### src/rtl/arc4_pkg.sv
// Shared types and constants for the ARC4 phase scheduler and its S-memory port mux.
package arc4_pkg;

  localparam int ADDR_W = 8;
  localparam int DATA_W = 8;
  localparam int KEY_W  = 24;
  localparam int PH_W   = 2;
  localparam int CYC_W  = 32;

  localparam logic [PH_W-1:0] PH_IDLE = 2'd0;
  localparam logic [PH_W-1:0] PH_INIT = 2'd1;
  localparam logic [PH_W-1:0] PH_KSA  = 2'd2;
  localparam logic [PH_W-1:0] PH_PRGA = 2'd3;

  typedef enum logic [2:0] {
    S_IDLE,
    S_INIT_GO,
    S_INIT_RUN,
    S_KSA_GO,
    S_KSA_RUN,
    S_PRGA_GO,
    S_PRGA_RUN
  } state_t;

endpackage

### src/rtl/arc4_smem_mux.sv
// 3:1 S-memory port mux, selected by phase; combinational, zero latency, no backpressure.
// Idle drives an inert port so no engine write can leak through.
module arc4_smem_mux
  import arc4_pkg::*;
(
  input  logic [PH_W-1:0]   phase,
  input  logic [ADDR_W-1:0] init_addr,
  input  logic [DATA_W-1:0] init_wrdata,
  input  logic              init_wren,
  input  logic [ADDR_W-1:0] ksa_addr,
  input  logic [DATA_W-1:0] ksa_wrdata,
  input  logic              ksa_wren,
  input  logic [ADDR_W-1:0] prga_addr,
  input  logic [DATA_W-1:0] prga_wrdata,
  input  logic              prga_wren,
  output logic [ADDR_W-1:0] s_addr,
  output logic [DATA_W-1:0] s_wrdata,
  output logic              s_wren
);

  always_comb begin
    s_addr   = '0;
    s_wrdata = '0;
    s_wren   = 1'b0;
    case (phase)
      PH_INIT: begin
        s_addr   = init_addr;
        s_wrdata = init_wrdata;
        s_wren   = init_wren;
      end
      PH_KSA: begin
        s_addr   = ksa_addr;
        s_wrdata = ksa_wrdata;
        s_wren   = ksa_wren;
      end
      PH_PRGA: begin
        s_addr   = prga_addr;
        s_wrdata = prga_wrdata;
        s_wren   = prga_wren;
      end
      default: ;
    endcase
  end

endmodule

### src/rtl/arc4_sched.sv
// Sequences ARC4 init -> KSA -> PRGA engines; engine start one cycle after accept, rdy one cycle after PRGA done.
// en ignored while busy (no queuing); engine starts wait on engine rdy. ARC4_SCHED_CYCLE_COUNT_EN adds a cycles output.
module arc4_sched
  import arc4_pkg::*;
(
  input  logic              clk,
  input  logic              rst_n,
`ifdef ARC4_SCHED_CYCLE_COUNT_EN
  output logic [CYC_W-1:0]  cycles,
`endif
  input  logic              en,
  output logic              rdy,
  input  logic [KEY_W-1:0]  key,
  output logic [KEY_W-1:0]  key_q,
  output logic [PH_W-1:0]   phase,
  output logic              init_en,
  output logic              ksa_en,
  output logic              prga_en,
  input  logic              init_rdy,
  input  logic              ksa_rdy,
  input  logic              prga_rdy,
  input  logic [ADDR_W-1:0] init_addr,
  input  logic [DATA_W-1:0] init_wrdata,
  input  logic              init_wren,
  input  logic [ADDR_W-1:0] ksa_addr,
  input  logic [DATA_W-1:0] ksa_wrdata,
  input  logic              ksa_wren,
  input  logic [ADDR_W-1:0] prga_addr,
  input  logic [DATA_W-1:0] prga_wrdata,
  input  logic              prga_wren,
  output logic [ADDR_W-1:0] s_addr,
  output logic [DATA_W-1:0] s_wrdata,
  output logic              s_wren
);

  state_t state;
  logic   run_armed;

  // Engine starts follow engine rdy in the same cycle so a stalled GO issues its pulse the cycle rdy rises.
  assign init_en = (state == S_INIT_GO) && init_rdy;
  assign ksa_en  = (state == S_KSA_GO)  && ksa_rdy;
  assign prga_en = (state == S_PRGA_GO) && prga_rdy;

  always_ff @(posedge clk or negedge rst_n) begin
    if (!rst_n) begin
      state     <= S_IDLE;
      rdy       <= 1'b1;
      key_q     <= '0;
      phase     <= PH_IDLE;
      run_armed <= 1'b0;
    end else begin
      case (state)
        S_IDLE: begin
          if (en) begin
            state <= S_INIT_GO;
            key_q <= key;
            rdy   <= 1'b0;
            phase <= PH_INIT;
          end
        end
        S_INIT_GO: begin
          run_armed <= 1'b0;
          if (init_rdy) state <= S_INIT_RUN;
        end
        // The engine still shows rdy on its first busy cycle, so the first RUN cycle is ignored.
        S_INIT_RUN: begin
          run_armed <= 1'b1;
          if (run_armed && init_rdy) begin
            state <= S_KSA_GO;
            phase <= PH_KSA;
          end
        end
        S_KSA_GO: begin
          run_armed <= 1'b0;
          if (ksa_rdy) state <= S_KSA_RUN;
        end
        S_KSA_RUN: begin
          run_armed <= 1'b1;
          if (run_armed && ksa_rdy) begin
            state <= S_PRGA_GO;
            phase <= PH_PRGA;
          end
        end
        S_PRGA_GO: begin
          run_armed <= 1'b0;
          if (prga_rdy) state <= S_PRGA_RUN;
        end
        S_PRGA_RUN: begin
          run_armed <= 1'b1;
          if (run_armed && prga_rdy) begin
            state <= S_IDLE;
            phase <= PH_IDLE;
            rdy   <= 1'b1;
          end
        end
        default: begin
          state <= S_IDLE;
          phase <= PH_IDLE;
          rdy   <= 1'b1;
        end
      endcase
    end
  end

`ifdef ARC4_SCHED_CYCLE_COUNT_EN
  // Counts busy cycles of the last run; frozen while idle so software can read it afterwards.
  always_ff @(posedge clk or negedge rst_n) begin
    if (!rst_n) begin
      cycles <= '0;
    end else if (state == S_IDLE) begin
      if (en) cycles <= '0;
    end else if (cycles != {CYC_W{1'b1}}) begin
      cycles <= cycles + 1'b1;
    end
  end
`endif

  arc4_smem_mux u_smem_mux (
    .phase       (phase),
    .init_addr   (init_addr),
    .init_wrdata (init_wrdata),
    .init_wren   (init_wren),
    .ksa_addr    (ksa_addr),
    .ksa_wrdata  (ksa_wrdata),
    .ksa_wren    (ksa_wren),
    .prga_addr   (prga_addr),
    .prga_wrdata (prga_wrdata),
    .prga_wren   (prga_wren),
    .s_addr      (s_addr),
    .s_wrdata    (s_wrdata),
    .s_wren      (s_wren)
  );

endmodule

### config.mk
export PLATFORM = sky130hd
export DESIGN_NAME = arc4_sched
export DESIGN_NICKNAME = d
export VERILOG_FILES = /design/src/rtl/arc4_pkg.sv /design/src/rtl/arc4_smem_mux.sv /design/src/rtl/arc4_sched.sv
export SDC_FILE = /design/constraint.sdc
export NUM_CORES = 1
export LEC_CHECK = 0
export ABC_AREA = 1
export BUFFER_PORTS_ARGS = -buffer_cell sky130_fd_sc_hd__clkbuf_2
export CAP_MARGIN = 0
export CELL_PAD_IN_SITES_DETAIL_PLACEMENT = 0
export CELL_PAD_IN_SITES_GLOBAL_PLACEMENT = 1
export CORE_ASPECT_RATIO = 1.75
export CORE_UTILIZATION = 28
export CTS_CLUSTER_DIAMETER = 120
export CTS_CLUSTER_SIZE = 40
export DETAILED_ROUTE_END_ITERATION = 7
export PLACE_DENSITY = 0.82
export SYNTH_ARGS = -nofsm -noshare
export SYNTH_HDL_FRONTEND = slang
export SYNTH_SLANG_ARGS = --single-unit
### constraint.sdc
create_clock -name clk -period 3.79 [get_ports clk]
set_clock_uncertainty 0.15 [all_clocks]
set_input_delay 0.379 -clock clk [delete_from_list [all_inputs] [get_ports clk]]
set_output_delay 0.379 -clock clk [all_outputs]
set_load 0.005 [all_outputs]
==> flow_summary.toml, run 1 <==
[clocking]
clkSinkCount = 31
cts_setup_buffers = 0
tritoncts = "built"
cts_buffers = 5
holdBufCountCts = 0
clkTransAtPathRegs_ns = 0.06
htreeDepth = 2
cts_resized = 0
insertion_delay_ns = 0.27
cts_root_buf = "clkbuf_8"
clk_path_buf_depth = 2

[detailed_routing]
postRouteAntennaNets = 0
wl_met1_um = 2100
dr_wl_met3_um = 316
wl_per_cell_um = 11.9
dr.first_iter.drc_count = 129
drt-vias-per-instance = 4.44
first_pass_iters = 4
highest_layer = "met4"
num_vias = 2019
wl_met2_um = 2830
drcViolationCount = 0
drt-total-wl_um = 5400

[cells_and_area]
area_delta_synth_final_pct = 43.3
n_antenna_cell = 0
filler_cell_count = 680
layout-drive-gt1-share_pct = 39.3
fin_cells = 455
fin_nets = 457

[sta]
hold_viol = 0
rsz0062_at_grt = "false"
timing.fmax_mhz = 464
setup_viol = 0
worst_pin_slew_ns = 0.786
drv_slew = 0
fin_crit_sh_pct = 56.9
post-route-min-period_ns = 2.16
max_slew_margin_pct = 47.6
tns_ns = 0

[critical_path]
cp-startpoint = "phase[1]"
regToRegSetupSlack_ns = 1.80
path_depth = 6
end_kind = "primary output"
cp_top_family = "buffers and inverters"
crit_required_ns = 3.26
rr_startpoint = "state[0]"
cp_max_fo = 17
start_kind = "register"
rr_endpoint = "key_q[10]"
path_common_cell = "nand2_1"
cp_cell_sequence = "inv_1, nand2_1, clkinv_1, nand2_1, nand3_1, clkbuf_2"
critPathMaxStageDelay_ns = 0.40
path_class = "reg2out"
r2r_cells = 6
path_buf_inv = 3
arrival_ns = 1.63
crit_slowest_cell = "clkinv_1"
endpoint = "s_wrdata[6]"

[yosys]
synthArstFlopShare_pct = 100
ys_ff_latch = 31
yosysMostFrequentCell = "nand2_1"
synth_area_um2 = 1740
synth-main-ff-cell = "dfrtp_1"
synth_area_leaders = "dfrtp_1 (43%), nand2_1 (32%), nand3_1 (7.2%)"
syn_inst = 251
ys_types = 21
synth_commonest_cells = "nand2_1 (150), dfrtp_1 (30), nand3_1 (25), inv_1 (8)"
syn_area_per_cell_um2 = 6.91
synth_seq_area_share_pct = 44.8
synth-edff-count = 0
yosys.area.top_type = "dfrtp_1"
synth_top_area_share_pct = 43.3
yosysWarnings = 0
synth_nets = 332

[floorplan]
core_area_um2 = 5930
placementRows = 37
io_pins = 128
die_h_um = 106
start_util_pct = 29.3
die-area_um2 = 6530
dieWidth_um = 61.5

[min_path]
hp-class = "in2async"

[global_route]
grt_pass1_wl_um = 8220
overflow = 0
grt_max_degree = 32
antenna_found_initial = 0
grt.total_usage_pct = 17.0
grt_pass1_vias = 1795

[placement]
gp_congestion = 0.833
dpl.hpwl_um = 4320
placed_cells = 447
io_buffers = 127

[power]
p_leak_nw = 1.51
powerDensity_nw_per_um2 = 709
peakVddDrop_v = 0.000340

[flow_run]
maxCapViolations = 0

[outcome]
status = "finished clean"
cell usage in the layout, fill, tap and decap left out, drive strengths merged:
cell	count
a21oi	1
clkbuf	135
clkinv	2
dfrtp	30
dfstp	1
inv	11
nand2	155
nand3	25
nand3b	1
nand4	3
nor2	9
nor3	3
o21ai	1
worst reg2reg max path, cell delays in order (launching register included):
cell	delay, ns
dfrtp_1	0.51
nor2_4	0.19
nand2_2	0.08
nor2_4	0.43
inv_2	0.32
nand2_1	0.14
nand2_1	0.06
how the worst min path moves through the flow:
stage / start / endpoint / slack [ns] / cells past startpoint
2_1_floorplan: rst_n / key_q[0] / -0.07 / 0
3_3_place_gp: key_q[22] / key_q[22] / 0.30 / 2
3_5_place_dp: key_q[22] / key_q[22] / 0.31 / 2
4_1_cts: rst_n / key_q[15] / 0.04 / 1
5_1_grt: rst_n / key_q[15] / 0.07 / 1
6_report: rst_n / key_q[3] / 0.02 / 1
layer usage:
layer / global-route usage, % / up-vias
met1: 20.0 / 904
met4: 8.57 / 0
met3: 4.38 / 15
met5: 0 / -
li1: - / 1022
met2: 27.5 / 78
cell type report:
type	instances	area, µm²	area share [%]
multi-input combinational	198	847	34.1
tap	78	97.6	3.93
inverter	13	48.8	1.96
clock buffer	8	80.1	3.22
timing repair buffer	127	636	25.6
sequential	31	777	31.3
state kept, by name, indices dropped and copies added, names as in the netlist:
register,count
state,3
phase,2
rdy,1
key_q,24
run_armed,1
cells by family (layout without fill, tap and decap cells):
kind of cell,after synthesis,in the layout,synth area share [%]
simple gates,196,196,48.2
flops,31,31,44.8
buf+inv,22,148,6.42
compound gates,2,2,0.576
metrics by stage:
step	hold WS, ns	utilization [%]	worst slack (ns)	total power, W	cell area [µm²]
6_report	0.0190	42.0	1.63	0.00176	2490
5_1_grt	0.0715	42.0	1.45	0.00195	2490
4_1_cts	0.0392	42.0	1.59	0.00180	2490
3_5_place_dp	0.308	40.6	1.76	0.00154	2410
3_3_place_gp	0.304	40.6	1.84	0.00153	2410
2_1_floorplan	-0.0666	-	2.20	0.00117	1740
where the power goes:
group,internal [W],switching (W)
sequential,0.000496,0.000133
clock,0.000130,0.000112
combinational,0.000368,0.000523
Note: power is estimated with default switching activity, not from simulation.
==> inputs of run 2 (changes only) <==
- CORE_UTILIZATION: 28 -> 26
- PLACE_DENSITY: 0.82 -> 0.77
- clock period: 3.79 -> 2 ns (I/O delays scaled with it)
==> run 2 against run 1 <==
Clock power grew to 3.5 times the previous value; largest power group unchanged; flip-flop and latch count unchanged; non-clock buffer count up 27; clock-buffer cell count shrank 3; sequential share of layout area decreased by 4.0 points; first-iteration DRC count decreased by 47%; critical endpoint is now s_addr[1]; combinational power up 94%; worst hold slack got worse by 0.018 ns.
==> flow_summary.toml, run 2 (synthesis results as in run 1) <==
[clocking]
cts_root_buf = "clkbuf_16"
htreeDepth = 2
clkSinkCount = 31
cts_setup_buffers = 0
insertion_delay_ns = 0.27
cts_buffers = 5
tritoncts = "built"
clk_path_buf_depth = 2
clkTransAtPathRegs_ns = 0.05

[power]
p_leak_nw = 1.67
peakVddDrop_v = 0.000627
power.total_w = 0.00377
powerDensity_nw_per_um2 = 1320

[global_route]
grt_pass1_wl_um = 7890
antenna_found_initial = 0
grt_pass1_vias = 1749
grt_max_degree = 32
grt.total_usage_pct = 14.3
overflow = 0

[sta]
timing.fmax_mhz = 551
fin_crit_sh_pct = 90.7
setup_ws_ns = 0.186
tns_ns = 0
worst_pin_slew_ns = 0.759
rsz0062_at_grt = "false"
max_slew_margin_pct = 49.4
setup_viol = 0
drv_slew = 0
post-route-min-period_ns = 1.81
hold_viol = 0

[placement]
io_buffers = 127
place_area_um2 = 2430
placed_cells = 454
gp_congestion = 0.797
dpl.hpwl_um = 3910
pre_cts_slack_ns = 0.360

[detailed_routing]
drt-vias-per-instance = 4.22
num_vias = 2051
first_pass_iters = 4
dr.first_iter.drc_count = 68
wl_per_cell_um = 10.6
postRouteAntennaNets = 0
drt-total-wl_um = 5140
drcViolationCount = 0

[cells_and_area]
stdcell_area_um2 = 2850
n_antenna_cell = 0
layout-drive-gt1-share_pct = 38.4
fin_nets = 484
mostFrequentLayoutCells = "nand2_1 (150), clkbuf_2 (127), dfrtp_1 (30)"
fin_cells = 486
largest_reg_flops = 24
reg_top3 = "key_q (24), state (3), phase (2)"
largest_register = "key_q"
area_delta_synth_final_pct = 64.0
mostFrequentLayoutCell = "nand2_1"

[min_path]
holdCritStartpoint = "key[1]"
hp-class = "in2reg"

[flow_run]
maxCapViolations = 0

[floorplan]
die-area_um2 = 7020
core_area_um2 = 6490
dieWidth_um = 63.8
start_util_pct = 26.7
placementRows = 39
die_h_um = 110
io_pins = 128

[critical_path]
path_common_cell = "nand2_1"
cp_max_fo = 17
cp_top_family = "flip-flops"
cp_cell_sequence = "nand2_1, clkinvlp_4, nand2_1, nand3_1, clkbuf_2"
path_buf_inv = 2
path_class = "reg2out"
start_kind = "register"
cp-startpoint = "phase[0]"
crit_required_ns = 1.65
end_kind = "primary output"
critPathMaxStageDelay_ns = 0.42
rr_startpoint = "state[0]"
crit_slowest_cell = "dfrtp_1"
arrival_ns = 1.46

[outcome]
status = "finished clean"
-- run 2: where the power goes --
| group | switching, W | leakage [nW] | internal, W |
|---|---|---|---|
| clock network | 0.000264 | 0.0838 | 0.000586 |
| registers | 0.000247 | 0.383 | 0.000941 |
| logic | 0.000979 | 1.20 | 0.000753 |
-- run 2: path summary, 6_finish.rpt --
check                      cells past startpoint   endpoint  slack (ns)
min                                            3   key_q[1]       0.001
max                                            5  s_addr[1]        0.19
min in group asynchronous                      2  key_q[14]        0.38
max in group asynchronous                      2   key_q[4]        0.83
min reg2reg                                    2  key_q[14]        0.32
max reg2reg                                    6  key_q[12]        0.45
-- run 2: per-stage QoR --
stage               hold slack (ns)  utilization [%]
floorplan                    -0.246                -
global placement              0.167             37.5
detailed placement            0.167             37.5
CTS                         0.00777             43.8
global route                0.00601             43.9
finish                     0.000993             43.9
-- run 2: cell type report --
cell class                 instances  area [µm²]
clock buffer                       5         125
multi-input combinational        198         847
timing repair buffer             154         898
clock inverter                     3        43.8
tap                               82         103
sequential                        31         777
inverter                          13        52.6
fill                             694        3640
-- run 2: metal layers --
metal | GRT usage, % | up-vias | part of all wire, %
li1 | - | 1080 | -
met1 | 16.7 | 908 | 41
met2 | 25.3 | 56 | 53
met3 | 1.85 | 7 | 3.5
met4 | 7.31 | 0 | 1.8
met5 | 0 | - | 0
-- run 2: tightest hold or removal path, delay by kind of cell --
family                 cells  cell delay [ns]
buffers and inverters      1             0.08
AND/OR/NAND/NOR            2             0.10
-- run 2: timing repair --
| item | CTS | global route |
|---|---|---|
| hold buffers | 24 | 0 |
| gates resized for setup | 0 | 1 |
| endpoints found under the setup margin | 0 | 17 |
| endpoints found under the hold margin | 53 | 0 |
